==> src/rtl/dm_arbiter.sv <==
// Purpose: round-robin arbiter with bounded lock sharing one data-memory port between CPU (port 0) and debug/DMA (port 1).
// Latency: req seen in IDLE cycle N -> ack and DM access in N+1 -> rvalid/rdata in N+2; one access every 2 cycles.
// Backpressure: requester holds req and command until ack; a req dropped before its ack is simply never granted.
//
// Ports:
//   clk, reset            clock; synchronous active-low reset
//   req/we/addr/wdata/pc  per-port command (0 = CPU, 1 = debug/DMA)
//   lock0/1               sampled in the ack cycle; keeps priority for the next grant
//   ack0/1                one-cycle pulse when the port's access is on the DM bus
//   rvalid0/1, rdata0/1   registered read return, one cycle after a read ack
//   dm_address/dm_data/dm_WE/dm_pc, dm_out   data-memory side
module dm_arbiter #(
  parameter int AW       = 32,
  parameter int DW       = 32,
  parameter int LOCK_MAX = 4
) (
  input  logic          clk,
  input  logic          reset,
  input  logic          req0,
  input  logic          req1,
  input  logic          we0,
  input  logic          we1,
  input  logic [AW-1:0] addr0,
  input  logic [AW-1:0] addr1,
  input  logic [DW-1:0] wdata0,
  input  logic [DW-1:0] wdata1,
  input  logic [31:0]   pc0,
  input  logic [31:0]   pc1,
  input  logic          lock0,
  input  logic          lock1,
  output logic          ack0,
  output logic          ack1,
  output logic          rvalid0,
  output logic          rvalid1,
  output logic [DW-1:0] rdata0,
  output logic [DW-1:0] rdata1,
  output logic [AW-1:0] dm_address,
  output logic [DW-1:0] dm_data,
  output logic          dm_WE,
  output logic [31:0]   dm_pc,
  input  logic [DW-1:0] dm_out
);

  localparam int CW = $clog2(LOCK_MAX + 1);
  localparam logic [CW-1:0] LOCK_LIM = CW'(LOCK_MAX);

  typedef enum logic [1:0] {IDLE, BUSY0, BUSY1} state_t;

  state_t        state;
  logic          last;       // port that received the most recent grant
  logic          pend_vld;   // a lock request is outstanding ...
  logic          pend_port;  // ... for this port
  logic [CW-1:0] lock_cnt;   // locked grants issued back-to-back to pend_port

  logic grant;               // winning port when leaving IDLE
  logic busy;                // an access is on the DM bus this cycle
  logic cur;                 // port owning the current BUSY cycle
  logic cur_we;
  logic cur_lock;

  // Contention only matters when both request. A pending lock wins until
  // it has been honoured LOCK_MAX times in a row, then round robin forces
  // the other port in.
  always_comb begin
    grant = 1'b0;
    if (req0 && req1) begin
      if (pend_vld && (lock_cnt < LOCK_LIM)) grant = pend_port;
      else                                   grant = ~last;
    end else begin
      grant = req1;
    end
  end

  assign cur      = (state == BUSY1);
  assign cur_we   = cur ? we1 : we0;
  assign cur_lock = cur ? lock1 : lock0;

  // Bus outputs decode the registered state. They are gated by reset so a
  // BUSY cycle coinciding with reset assertion never writes or acks.
  assign busy       = reset && (state == BUSY0 || state == BUSY1);
  assign ack0       = reset && (state == BUSY0);
  assign ack1       = reset && (state == BUSY1);
  assign dm_WE      = busy && cur_we;
  assign dm_address = busy ? (cur ? addr1  : addr0)  : '0;
  assign dm_data    = busy ? (cur ? wdata1 : wdata0) : '0;
  assign dm_pc      = busy ? (cur ? pc1    : pc0)    : '0;

  always_ff @(posedge clk) begin
    if (!reset) begin
      state     <= IDLE;
      last      <= 1'b1;
      pend_vld  <= 1'b0;
      pend_port <= 1'b0;
      lock_cnt  <= '0;
      rvalid0   <= 1'b0;
      rvalid1   <= 1'b0;
      rdata0    <= '0;
      rdata1    <= '0;
    end else begin
      rvalid0 <= 1'b0;
      rvalid1 <= 1'b0;
      case (state)
        IDLE: begin
          if (req0 || req1) state <= grant ? BUSY1 : BUSY0;
        end
        BUSY0, BUSY1: begin
          state <= IDLE;
          last  <= cur;
          if (!cur_we) begin
            if (cur) begin
              rdata1  <= dm_out;
              rvalid1 <= 1'b1;
            end else begin
              rdata0  <= dm_out;
              rvalid0 <= 1'b1;
            end
          end
          if (cur_lock) begin
            // The grant that raises the lock was won normally; only the
            // follow-on grants it buys are counted. Saturate so a lone
            // requester cannot wrap the counter and dodge the handover.
            pend_vld  <= 1'b1;
            pend_port <= cur;
            if (pend_vld && pend_port == cur) begin
              if (lock_cnt != LOCK_LIM) lock_cnt <= lock_cnt + 1'b1;
            end else begin
              lock_cnt <= '0;
            end
          end else begin
            pend_vld <= 1'b0;
            lock_cnt <= '0;
          end
        end
        default: state <= IDLE;
      endcase
    end
  end

endmodule

==> config.mk <==
export PLATFORM = sky130hd
export DESIGN_NAME = dm_arbiter
export DESIGN_NICKNAME = d
export VERILOG_FILES = /design/src/rtl/dm_arbiter.sv
export SDC_FILE = /design/constraint.sdc
export NUM_CORES = 1
export LEC_CHECK = 0
export ABC_AREA = 1
export CAP_MARGIN = 20
export CORE_AREA = 2 2 154 156
export CTS_CLUSTER_SIZE = 14
export DETAILED_ROUTE_END_ITERATION = 10
export DIE_AREA = 0 0 156 158
export GPL_ROUTABILITY_DRIVEN = 0
export GPL_TIMING_DRIVEN = 0
export REMOVE_ABC_BUFFERS = 1
export SETUP_SLACK_MARGIN = 0.5
export SYNTH_ARGS = -nofsm -noshare
export SYNTH_HDL_FRONTEND = slang
export SYNTH_SLANG_ARGS = --single-unit
export TNS_END_PERCENT = 1
==> constraint.sdc <==
create_clock -name clk -period 3.74 [get_ports clk]
set_clock_uncertainty 0.2 [all_clocks]
set_input_delay 0.374 -clock clk [delete_from_list [all_inputs] [get_ports clk]]
set_output_delay 0.374 -clock clk [all_outputs]
set_load 0.01 [all_outputs]
# Word level (Yosys, flattened, before mapping)
# Index checks and enable logic that the tools add are counted.
classes:
  muxes: 17
  n_eq_ne: 5
  add_sub_neg: 1
  bitwise: 5
  magnitude_cmp: 1
  n_reduce_logical: 17
ops:
  columns: ["cell", "count"]
  rows:
  - ["32-bit two-way mux", 6]
  - ["3-bit two-way mux", 3]
  - ["1-bit logical AND", 7]
  - ["1-bit two-way mux", 7]
  - ["2-bit AND reduction", 3]
  - ["3-bit AND reduction", 2]
  - ["1-bit inverter", 5]
  - ["3-bit by 1-bit adder with 3-bit output (second input constant)", 1]
  - ["3-bit less-than comparator (second input constant)", 1]
  - ["3-bit by 2-bit inequality test with 1-bit output (second input constant)", 1]
  - ["3-bit inequality test (second input constant)", 1]
  - ["3-bit OR reduction", 1]
  - ["2-bit by 1-bit equality test with 1-bit output (second input constant)", 1]
  - ["2-bit equality test (second input constant)", 1]
  - ["2-bit logical NOT", 1]
  - ["1-bit logical OR", 2]
  - ["2-bit two-way mux", 1]
  - ["2-bit OR reduction", 1]
  - ["1-bit equality test", 1]
totals:
  wordCells: 55
  ff_bits: 74
  inputBits: 232
  out_inout_bits: 165

# Logic depth before layout (Yosys ltp)
depth:
  ltp_word: 5
  mapped_depth: 10
  depth_no_buf: 10

# Worst setup path after synthesis
# Ideal clock, no wire load.
synth_timing:
  path_kind: "register to output"
  start: "register state[0]"
  end: "output port dm_pc[17]"
  setup_slack_ps: 1646
  n_path_buf: 3
  arrival_time_ps: 1520
  stages_incl_launch_ff: 8
  path_cell_list: "dfxtp_1 inv_1 ha_1 buf_2 nand2_1 buf_2 buf_2 a21oi_1"
synth_via:
  elab_chain_cells: 4
synth_rtl:
  columns: ["item", "line_no", "source"]
  rows:
  - ["from (decl)", "49", "state_t state;"]
  - ["from (signal assigned)", "104", "if (req0 || req1) state <= grant ? BUSY1 : BUSY0;"]
  - ["2-bit by 1-bit equality test with 1-bit output or 2-bit equality test (tied branches)", "80, 74", null]
  - ["1-bit logical OR", "80", "assign busy = reset && (state == BUSY0 || state == BUSY1);"]
  - ["1-bit logical AND", "80", null]
  - ["32-bit two-way mux (*)", "86", "assign dm_pc = busy ? (cur ? pc1 : pc0) : '0;"]
  - ["to (decl)", "40", "output logic [31:0] dm_pc,"]
# Mark *: on every way between the ends. The rest lies on a longest branch, timed or not.

# Worst setup path in the final report
layout_timing:
  start: "register state[1]"
  end: "output port dm_data[31]"
layout_via:
  elab_chain_cells: 4
layout_rtl:
  columns: ["item", "line_no", "source"]
  rows:
  - ["2-bit by 1-bit equality test with 1-bit output or 2-bit equality test (tied branches)", "80, 74", null]
  - ["1-bit logical OR", "80", null]
  - ["1-bit logical AND", "80", null]
  - ["32-bit two-way mux (*)", "85", "assign dm_data = busy ? (cur ? wdata1 : wdata0) : '0;"]
  - ["to (decl)", "38", "output logic [DW-1:0] dm_data,"]
# Marked as above.

==> run metrics <==
post-DR wirelength/cell=16.7 um; Fin Setup TNS=0 ns; crit-path max FO=76; Worst Hold Class=flip-flop to flip-flop; mux share of post-synthesis cell area=0; # hold bufs at CTS=0; max-cap violations=0; number of clock sinks=74; vias per cell=4.32; share of post-route cells with drive strength above 1=0.0362; post-synthesis xor/xnor area fraction=0; Flop pwr share=0.319; maximum VDD drop=0.000295 V; post-route ant nets=0; hold path endpoint=last; Hold WS=0.252 ns; r2r worst-path depth=11; first-pass GRT wire length=32.4 mm; gr busiest metal=met2; PortBufs=396; largest net degree at the start of global routing=77; simple-gate share of the synthesized area=0.347; vias in the first global route=5572; reg-to-reg startpoint=state[0]; internal power=1.92 mW; switch share=0.282; sequential share of the synthesized area=0.359; post-synthesis compound-gate area fraction=0.206; number of H-tree levels=3; Seq cells post-synth=74; Crit. End Element=output port; Slew Viols, Final=0; row cnt=56; Avg Cell Area, Syn=6.06 um2; clk_lat worst skew=0.33 ns; met2 usage=0.304; final instance area=8870 um2; Setup WS post-layout=0.435 ns; full die area=24600 um2; slew margin rel.=0.446; post-route minimum period=3.30 ns; Num CTS Buffers=9; Synth Area in Adders=0.0151; reg2reg end=rdata1[1]; Power per Cell Area=301 nW/um2; # diodes=0; met1 Usage GRT=0.206; Gate power share=0.331; WL final=22.3 mm; Placed Cells incl. Taps=1320; cell area after synthesis=4130 um2; Max Root-Sink Buffers=2; placed cell area=8450 um2; post-DP HPWL=16.5 mm; Total Power=2.67 mW; RSZ-0062 raised after global routing=yes; Cells after Synth=681; root buf cell=clkbuf_16; die height=158 um; Worst Hold Launch=last; final setup vio count=0; P&R area growth vs syn=115%; DP Worst Slack=0.00915 ns; status=completed; Leak=3.30 nW; post-layout util=0.385; period utilization=0.884; largest family of logic cells by synthesized area=simple AND/OR/NAND/NOR gates; Clock Pin Slew Worst Setup and Hold Paths=0.06 ns; setup slack, reg-to-reg=0.74 ns; Crit Path Class=flip-flop to output port; Netlist cell types=19; CP startpoint kind=flip-flop; I/O pins=397; die span in x=156 um; initial antenna violation count=3; DRT Pass-1 Iters=4; total gr overflow=0; DRC Markers=0; Core ar.=23100 um2; drt first-iter violations=292; initial core utilization=0.179; GRT Resource Usage Total=0.172; clock share of power=0.350; FMAX=0.303 GHz; Psw=754 uW; CP Data Required Time=3.17 ns; CP arrival=2.73 ns; final cell count without fillers=1340; CTS tree=done; synth warn=0; worst-margin pin slew=0.830 ns; Net count, final=1282; met3 Track Usage GR=0.0441; hold depth=2; Final Hold Fails=0; total vias in the final route=5784
## worst max-delay path: stages (launching register included)
cell and delay (ns):
dfxtp_1 0.41, inv_1 0.11, ha_4 0.44, nand2_8 0.21
buf_16 0.28, a21oi_1 0.25, clkdlybuf4s50_1 0.60
## repair_timing
| action | 4_1_cts | 5_1_grt |
|---|---|---|
| cloned | 2 | 0 |
| setup endpoints to repair | 120 | 109 |
| gates resized for setup | 7 | 3 |
| pin swaps | 2 | 0 |
| setup buffers | 2 | 0 |
## sequential cells by signal, indices dropped and copies added (netlist names)
signal     flops
pend_vld       1
lock_cnt       3
pend_port      1
rvalid0        1
rvalid1        1
rdata0        32
last           1
rdata1        32
state          2
## final cells by class
type                       count  area (um2)
clock buffer                  11         243
clock inverter                 5        77.6
fill                        2401       14200
inverter                      16        67.6
multi-input combinational    537        2410
sequential                    74        1480
tap                          290         363
timing repair buffer         407        4220
## Yosys cell counts, drive strengths merged
cell    count  area [um2]
a31oi       1        6.26
nor2       72         278
buf        30         146
nor3        4        20.0
dfxtp      74        1480
nand3      38         190
ha          5        62.6
nand2     242         908
or2         1        6.26
a21oi     135         676
clkinv      1        3.75
o21ai      34         170
nand4       4        31.3
inv        15        56.3
clkbuf     25        93.8
## layer usage
layer  wire [um]  vias to the layer above
met5          34                        -
met4         452                        6
met3        1590                       31
met2       10900                      237
met1        9370                     2575
li1            -                     2935
## power groups by stage
stage | registers [mW] | logic (mW) | clock network, mW
5_1_grt | 0.859 | 0.955 | 0.997
4_1_cts | 0.853 | 0.892 | 0.960
3_5_place_dp | 0.871 | 0.864 | 0
3_3_place_gp | 0.869 | 0.847 | 0
2_1_floorplan | 0.886 | 0.279 | 0
6_report | 0.853 | 0.884 | 0.935
## how the worst max path moves through the flow
stage | startpoint | to | slack (ns) | depth (start not counted)
floorplan | state[0] | rdata1[0] | -1.45 | 7
global placement | state[0] | rdata1[25] | -5.14 | 7
detailed placement | state[0] | rdata1[8] | 0.009 | 10
CTS | state[0] | dm_pc[28] | 0.37 | 8
global route | state[0] | dm_data[17] | 0.26 | 8
finish | state[1] | dm_data[31] | 0.44 | 6
## kinds of logic after synthesis
group / Yosys count
AO/OA/AOI/OAI: 170
adder cells (fa/ha/maj): 5
buffers and inverters: 71
flip-flops: 74
AND/OR/NAND/NOR: 361
## cells in the final DEF (no fill, tap or decap), types with 4 or more instances in the layout
cell type        instances
clkdlybuf4s50_1        394
o21ai_0                 34
a21oi_1                132
inv_1                   14
nor2_1                  71
nor3_1                   4
nand3_1                 38
nand2_1                241
buf_16                   8
clkbuf_16                9
dfxtp_1                 74
(Power assumes the default switching activity.)
